--- src/rtl/memory_access_stage.sv ---
// Memory access stage of an in-order pipeline.
// Non-memory ops pass straight to the MEM/WB register. Loads and stores are
// latched, issued on the data bus from the WAIT state, and written back when
// the bus completes. Misaligned or illegal accesses never reach the bus: they
// are flagged with misalign and written back with register writes suppressed.
//
// Handshakes:
//   EX->MEM: the slot presented with ex_valid=1 is taken on a rising edge
//     only while mem_stall=0. While mem_stall=1 the upstream stage holds
//     every EX/MEM input stable.
//   MEM->bus: dmem_req stays high for the whole access. dmem_ready is a
//     single-cycle completion pulse carrying dmem_rdata. It is sampled only
//     while dmem_req=1 and is ignored otherwise.
//   MEM->WB: wb_valid is a one-cycle qualifier for the registered bundle.
//     There is no back-pressure from writeback.
module memory_access_stage #(
    parameter int WIDTH = 32
) (
    input  logic             clk,
    input  logic             rst_n,
    input  logic             ex_valid,
    input  logic [WIDTH-1:0] alu_result,
    input  logic [WIDTH-1:0] store_data,
    input  logic [2:0]       funct3,
    input  logic             mem_rd_en,
    input  logic             mem_wr_en,
    input  logic             reg_wr_en,
    input  logic [4:0]       rd,
    input  logic [WIDTH-1:0] pc_plus4,
    input  logic [1:0]       wb_sel,
    output logic             dmem_req,
    output logic             dmem_we,
    output logic [WIDTH-1:0] dmem_addr,
    output logic [WIDTH-1:0] dmem_wdata,
    output logic [3:0]       dmem_be,
    input  logic             dmem_ready,
    input  logic [WIDTH-1:0] dmem_rdata,
    output logic             mem_stall,
    output logic             wb_valid,
    output logic [WIDTH-1:0] wb_data_mem,
    output logic [WIDTH-1:0] wb_data_alu,
    output logic             wb_reg_wr_en,
    output logic [4:0]       wb_rd,
    output logic [WIDTH-1:0] wb_pc_plus4,
    output logic [1:0]       wb_sel_o,
    output logic             misalign,
    output logic             dbg_state
);

    typedef enum logic {
        S_IDLE = 1'b0,
        S_WAIT = 1'b1
    } state_t;

    state_t state_q, state_d;

    // Access latched at acceptance and held for the whole bus transaction.
    logic [WIDTH-1:0] addr_q;
    logic [WIDTH-1:0] sdata_q;
    logic [2:0]       f3_q;
    logic             wr_q;
    logic             rwe_q;
    logic [4:0]       rd_q;
    logic [WIDTH-1:0] pc4_q;
    logic [1:0]       sel_q;

    logic             is_mem;
    logic             bad_op;
    logic             accept;
    logic             go_wait;
    logic [7:0]       lane_byte;
    logic [15:0]      lane_half;
    logic [WIDTH-1:0] load_data;

    assign is_mem  = mem_rd_en | mem_wr_en;
    assign accept  = (state_q == S_IDLE) && ex_valid;
    assign go_wait = accept && is_mem && !bad_op;

    // Flag a misaligned address or an unsupported size code for the incoming op.
    always_comb begin
        bad_op = 1'b0;
        if (mem_rd_en) begin
            case (funct3)
                3'b000, 3'b100: bad_op = 1'b0;
                3'b001, 3'b101: bad_op = alu_result[0];
                3'b010:         bad_op = |alu_result[1:0];
                default:        bad_op = 1'b1;
            endcase
        end else if (mem_wr_en) begin
            case (funct3)
                3'b000:  bad_op = 1'b0;
                3'b001:  bad_op = alu_result[0];
                3'b010:  bad_op = |alu_result[1:0];
                default: bad_op = 1'b1;
            endcase
        end
    end

    // State register; reset abandons any access in flight.
    always_ff @(posedge clk or negedge rst_n) begin
        if (!rst_n) begin
            state_q <= S_IDLE;
        end else begin
            state_q <= state_d;
        end
    end

    // Next state: enter WAIT on a legal memory op, leave on bus completion.
    always_comb begin
        state_d = state_q;
        case (state_q)
            S_IDLE:  if (go_wait) state_d = S_WAIT;
            S_WAIT:  if (dmem_ready) state_d = S_IDLE;
            default: state_d = S_IDLE;
        endcase
    end

    // State-decoded outputs: bus request, stall and debug view.
    always_comb begin
        dmem_req  = (state_q == S_WAIT);
        mem_stall = (state_q == S_WAIT);
        dmem_we   = (state_q == S_WAIT) && wr_q;
        dbg_state = (state_q == S_WAIT);
    end

    // Capture the access and its writeback sideband when entering WAIT.
    always_ff @(posedge clk or negedge rst_n) begin
        if (!rst_n) begin
            addr_q  <= '0;
            sdata_q <= '0;
            f3_q    <= 3'b000;
            wr_q    <= 1'b0;
            rwe_q   <= 1'b0;
            rd_q    <= 5'd0;
            pc4_q   <= '0;
            sel_q   <= 2'b00;
        end else if (go_wait) begin
            addr_q  <= alu_result;
            sdata_q <= store_data;
            f3_q    <= funct3;
            wr_q    <= mem_wr_en;
            rwe_q   <= reg_wr_en;
            rd_q    <= rd;
            pc4_q   <= pc_plus4;
            sel_q   <= wb_sel;
        end
    end

    assign dmem_addr = {addr_q[WIDTH-1:2], 2'b00};

    // Store lane steering: replicate the datum across the word, enable its lanes.
    always_comb begin
        dmem_be    = 4'b1111;
        dmem_wdata = sdata_q;
        if (wr_q) begin
            case (f3_q[1:0])
                2'b00: begin
                    dmem_be    = 4'b0001 << addr_q[1:0];
                    dmem_wdata = {4{sdata_q[7:0]}};
                end
                2'b01: begin
                    dmem_be    = 4'b0011 << addr_q[1:0];
                    dmem_wdata = {2{sdata_q[15:0]}};
                end
                default: begin
                    dmem_be    = 4'b1111;
                    dmem_wdata = sdata_q;
                end
            endcase
        end
    end

    // Load extraction: pick the addressed byte/half and extend it.
    always_comb begin
        case (addr_q[1:0])
            2'b00:   lane_byte = dmem_rdata[7:0];
            2'b01:   lane_byte = dmem_rdata[15:8];
            2'b10:   lane_byte = dmem_rdata[23:16];
            default: lane_byte = dmem_rdata[31:24];
        endcase
        lane_half = addr_q[1] ? dmem_rdata[31:16] : dmem_rdata[15:0];
        load_data = '0;
        if (!wr_q) begin
            case (f3_q)
                3'b000:  load_data = {{(WIDTH-8){lane_byte[7]}}, lane_byte};
                3'b001:  load_data = {{(WIDTH-16){lane_half[15]}}, lane_half};
                3'b100:  load_data = {{(WIDTH-8){1'b0}}, lane_byte};
                3'b101:  load_data = {{(WIDTH-16){1'b0}}, lane_half};
                default: load_data = dmem_rdata;
            endcase
        end
    end

    // MEM/WB register: direct ops and rejected accesses from IDLE, bus results from WAIT.
    always_ff @(posedge clk or negedge rst_n) begin
        if (!rst_n) begin
            wb_valid     <= 1'b0;
            misalign     <= 1'b0;
            wb_data_mem  <= '0;
            wb_data_alu  <= '0;
            wb_reg_wr_en <= 1'b0;
            wb_rd        <= 5'd0;
            wb_pc_plus4  <= '0;
            wb_sel_o     <= 2'b00;
        end else begin
            wb_valid <= 1'b0;
            misalign <= 1'b0;
            if (accept && !go_wait) begin
                wb_valid     <= 1'b1;
                misalign     <= is_mem;
                wb_data_mem  <= '0;
                wb_data_alu  <= alu_result;
                wb_reg_wr_en <= reg_wr_en & ~is_mem;
                wb_rd        <= rd;
                wb_pc_plus4  <= pc_plus4;
                wb_sel_o     <= wb_sel;
            end else if ((state_q == S_WAIT) && dmem_ready) begin
                wb_valid     <= 1'b1;
                wb_data_mem  <= load_data;
                wb_data_alu  <= addr_q;
                wb_reg_wr_en <= rwe_q;
                wb_rd        <= rd_q;
                wb_pc_plus4  <= pc4_q;
                wb_sel_o     <= sel_q;
            end
        end
    end

endmodule

--- config.mk ---
export PLATFORM = sky130hd
export DESIGN_NAME = memory_access_stage
export DESIGN_NICKNAME = d
export VERILOG_FILES = /design/src/rtl/memory_access_stage.sv
export SDC_FILE = /design/constraint.sdc
export NUM_CORES = 1
export LEC_CHECK = 0
export ABC_AREA = 1
export CAP_MARGIN = 40
export CORE_MARGIN = 8
export CORE_UTILIZATION = 50
export CTS_BUF_LIST = sky130_fd_sc_hd__clkbuf_8
export DETAILED_ROUTE_END_ITERATION = 8
export GPL_TIMING_DRIVEN = 0
export PLACE_DENSITY_LB_ADDON = 0.12
export SETUP_SLACK_MARGIN = 0.15
export SLEW_MARGIN = 25
export SYNTH_ARGS = -nofsm -noshare
export SYNTH_HDL_FRONTEND = slang
export SYNTH_SLANG_ARGS = --single-unit
--- constraint.sdc ---
create_clock -name clk -period 2.6 [get_ports clk]
set_input_delay 0.52 -clock clk [delete_from_list [all_inputs] [get_ports clk]]
set_output_delay 0.52 -clock clk [all_outputs]
set_load 0.02 [all_outputs]
* Word-level counts from Yosys, hierarchy flattened
Cells that the tools add are included.
Storage, ports and cells: register bits 215, latch bits 0, RAM bits 0, ROM bits 0, output and inout port bits 178, memories 0
Cells by class: add/sub/neg operators 0, $mul 0, div/mod/pow operators 0, $lt $le $gt $ge 0, eq/ne operators 10, shift-type cells 2, mux-type cells 30, bitwise logic cells 4, reductions and logical operators 16
Operators by type and width (count):
- 32-bit 2-to-1 mux | 8
- 32-bit one-hot mux with 4 select lines | 1
- 32-bit one-hot mux with 2 select lines | 1
- 8-bit one-hot mux with 3 select lines | 1
- 16-bit 2-to-1 mux | 1
- 3-bit equality test, second input constant | 4
- 5-bit 2-to-1 mux | 2
- 1-bit 2-to-1 mux | 9
- 4-bit one-hot mux with 2 select lines | 1
- 3-bit by 1-bit equality test with 1-bit output, second input constant | 2
- 1-bit logical AND | 6
- 3-bit logical NOT | 2
- 1-bit one-hot mux with 3 select lines | 2
- 2-bit OR reduction | 3
- 2-bit by 1-bit equality test with 1-bit output, second input constant | 2
- 2-bit logical NOT | 2
- 2-bit 2-to-1 mux | 2
- 4-bit 2-to-1 mux | 1
- 1-bit by 2-bit left shift with 4-bit output, first input constant | 1
- 2-bit by 2-bit left shift with 4-bit output, first input constant | 1
- 3-bit by 2-bit equality test with 1-bit output, second input constant | 1
- 2-bit equality test, second input constant | 1
- 1-bit logical NOT | 2
- 1-bit NOT | 2
- other kinds (4) | 4

* Depth between registers and ports, before layout
depth in word-level cells 9, depth in mapped cells 10, depth with buffers taken out 9

* Worst setup path before layout
OpenSTA, ideal clock, no wires.
path type flip-flop to output port, start point reg f3_q[1], end point out dmem_wdata[22], arrival time 1487 ps, slack 593 ps, stages on the path, launching flop included 6, buffers on the path 2, cell sequence dfrtp_1 > buf_2 > nor2_1 > inv_1 > clkbuf_1 > o21ai_0
Between the ends: longest elaborated chain between the ends 3, elaborated cells between the ends (all ways) 4
RTL lines:
- start, declared | line 60 | logic [2:0] f3_q;
- start signal, assigned | line 140 | f3_q <= funct3;
- 2-bit by 1-bit equality test with 1-bit output or 2-bit logical NOT (tied branches) | line 156 | case (f3_q[1:0])
- 32-bit one-hot mux with 2 select lines (*) | line 156
- 32-bit 2-to-1 mux (*) | line 155 | if (wr_q) begin
- end, declared | line 34 | output logic [WIDTH-1:0] dmem_wdata,
Mark *: on every way between the ends. The rest lies on a longest branch, timed or not.

* Final worst setup path
start point reg f3_q[0], end point out dmem_wdata[9]
The elaborated chain is that of the path after synthesis.

==> qor.csv <==
stage,metric,value,unit
critical_path,worst_setup_path_end_kind,primary output,
grt,grt_antenna_before_repair,2,
timing,tightest_slew,0.679,ns
final_layout,syn2layout_area_growth,41.6,%
critical_path,r2r_slack,0.44,ns
grt,grt_pass1_vias,10800,
floorplanning,io_pins,323,
floorplanning,coreArea,0.0211,sq mm
critical_path,reg2reg_to,wb_data_mem[8],
grt,grt_pass1_wl,59.3,mm
clock_network,path_clk_slew,0.06,ns
placed_design,dp_hpwl,28.3,mm
final_layout,regArea,0.00538,sq mm
clock_network,cts-root-buf,clkbuf_8,
critical_path,reg2reg_from,dbg_state,
detailed_routing,wl_per_cell,18.1,um
floorplanning,placementRows,53,
final_layout,nNetsFinal,1962,
placed_design,place_ws,-0.224,ns
grt,grt_usage,0.283,
detailed_routing,wl_met3,3.66,mm
clock_network,cts_buffers,38,
hold_path,worst_hold_path_type,input port to asynchronous set/reset pin,
timing,finalClockSkew,0.0268,ns
critical_path,cpMaxStageDelayCell,dfrtp_1,
timing,hold_viol,0,
grt,grt_overflow,0,
critical_path,critical_path_class,flop to primary output,
grt,grt_max_degree,93,
placed_design,dp_cells,2045,
synth,synth_area,0.0108,sq mm
detailed_routing,wl_met1,15.5,mm
critical_path,worstPathCellList,inv_2 > buf_4 > nor2_4 > inv_2 > o22ai_1 > nand2_1 > o21ai_0 > buf_2,
floorplanning,dieArea,0.0265,sq mm
critical_path,slowest_delay,0.36,ns
final_layout,drive_gt1_frac,0.119,
detailed_routing,highest_layer,met4,
clock_network,cts_tree,done,
synth,synth_cell_types,25,
pwr,totalPowerFinal,12900,uW
placed_design,routabilityCongestion,0.920,
detailed_routing,num_vias,11000,
run,drv_cap,0,
pwr,powerDensity,846,mW/mm^2
timing,setup_viol,0,
clock_network,cts_sinks,215,
synth,syn_avg_cell_area,7.45,sq um
timing,relSlewSlack,0.547,
floorplanning,start_util,0.511,
final_layout,multiInputGateArea,0.00415,sq mm
detailed_routing,firstDrtPassIters,5,
critical_path,cp.arrival,1.86,ns
detailed_routing,ant_nets,0,
timing,timing.setup.tns,0,ns
floorplanning,die_w,163,um
critical_path,worst_path_most_repeated_cell,inv_2,
clock_network,cts_buffer_depth,3,
final_layout,final_cells,2123,
critical_path,cp-start-kind,flop,
status,status,finished clean,
critical_path,critPathBufInv,4,
synth,ys.warnings.count,0,
final_layout,fillers,1757,
timing,period_share,0.916,
detailed_routing,routed_wl,38.4,mm
timing,min_period,2.38,ns
pwr,leakagePower,0.00800,uW
detailed_routing,wl_met2,18.1,mm
timing,rsz0062_at_grt,yes,
floorplanning,die_y,163,um
timing,fmax,0.420,GHz
detailed_routing,drc_errors,0,
synth,ys_seq_elements,215,
clock_network,clock_latency,0.55,ns
critical_path,cpLargestDelayFamily,buffers and inverters,
pwr,vdd_drop_max,661,uV
timing,drv_slew,0,
placed_design,port_buffers,320,
synth,synth_cells,1447,
detailed_routing,routed_via_density,5.19,
critical_path,rr_worst_depth,5,
synth,seq_area_frac_synth,0.499,
detailed_routing,drt_iter0_markers,819,
clock_network,htreeDepth,2,
timing,postLayoutSetupSlackWorst,0.220,ns
critical_path,required,2.08,ns
critical_path,worst-path-max-fanout,8,
## layout by cell type (no fill, tap or decap), drive strengths merged
cell type / netlist / routed
or2: 16 / 16
a31oi: 2 / 2
diode: 0 / 3
clkdlybuf4s15: 0 / 2
buf: 97 / 133
clkdlybuf4s50: 0 / 290
clkinv: 0 / 1
o22ai: 8 / 8
nand2: 553 / 553
conb: 1 / 2
nor2: 28 / 28
clkbuf: 37 / 88
nand3: 218 / 218
dlygate4sd2: 0 / 1
o21ai: 85 / 85
a21oi: 17 / 17
dlygate4sd3: 0 / 1
o21a: 1 / 1
clkinvlp: 0 / 2
dfrtp: 215 / 215
inv: 148 / 159
nand4: 14 / 14
bufinv: 0 / 2
and2: 7 / 7
## cells in the mapped netlist, drive strengths merged
| cell type | n | area, sq um |
|---|---|---|
| a21oi | 17 | 85.1 |
| a31oi | 2 | 12.5 |
| and2 | 7 | 43.8 |
| buf | 97 | 601 |
| clkbuf | 37 | 139 |
| conb | 1 | 3.75 |
| dfrtp | 215 | 5380 |
| inv | 148 | 556 |
| nand2 | 553 | 2080 |
| nand3 | 218 | 1100 |
| nand4 | 14 | 87.6 |
| nor2 | 28 | 115 |
| o21a | 1 | 7.51 |
| o21ai | 85 | 425 |
| o22ai | 8 | 50.1 |
| or2 | 16 | 100 |
## timing repair
item,4_1_cts,5_1_grt
setup endpoints to repair,29,23
hold buffers,1,0
buffers inserted,6,1
pin swaps,1,0
hold endpoints to repair,34,0
resized for setup,144,31
## sequential cells by signal (all words and copies together), names as in the netlist
name          count
wb_data_alu      32
wb_pc_plus4      32
wb_valid          1
f3_q              3
wb_reg_wr_en      1
wb_sel_o          2
misalign          1
rwe_q             1
sdata_q          32
rd_q              5
sel_q             2
pc4_q            32
wr_q              1
addr_q           32
wb_data_mem      32
dbg_state         1
wb_rd             5
## power breakdown
| part | switching [uW] | internal (uW) |
|---|---|---|
| sequential | 461 | 4090 |
| combinational | 2830 | 2100 |
| clock | 1460 | 1980 |
## worst max-delay path by stage
stage	cells after the start	slack, ns	startpoint	to
final	8	0.22	f3_q[0]	dmem_wdata[9]
after detailed placement	7	-0.22	f3_q[1]	dmem_wdata[15]
after CTS	7	0.16	f3_q[1]	dmem_wdata[29]
after global placement	1	-8.27	rst_n	wb_pc_plus4[13]
after global routing	6	0.15	f3_q[1]	dmem_wdata[21]
after floorplan	5	0.59	f3_q[1]	dmem_wdata[22]
## routing by layer
metal,vias to the layer above,global-route usage
met5,-,0
met4,0,0.101
met3,78,0.0690
met2,507,0.460
met1,5201,0.363
li1,5231,-
## cells by family after synthesis
logic type      count (synthesis)  share of synthesized area
compound gates                113                     0.0538
buf+inv                       282                      0.120
flops                         215                      0.499
other cells                     1                   0.000348
simple gates                  836                      0.327
## layout make-up
type,instances,share of cell area
Sequential cell,215,0.352
Multi-Input combinational cell,951,0.272
Timing Repair Buffer,330,0.210
Buffer,133,0.0506
Clock buffer,52,0.0469
Inverter,148,0.0364
Tap cell,275,0.0225
Clock inverter,16,0.00828
Antenna cell,3,0.000492
## through the flow
step | util | hold WS, ns | instance area [sq um]
6_report | 0.724 | 0.457 | 15300
5_1_grt | 0.724 | 0.468 | 15300
4_1_cts | 0.725 | 0.441 | 15300
3_5_place_dp | 0.683 | 0.415 | 14400
3_3_place_gp | 0.680 | 0.454 | 14300
2_1_floorplan | - | 0.224 | 10800
Power figures use the tool's default switching activity.
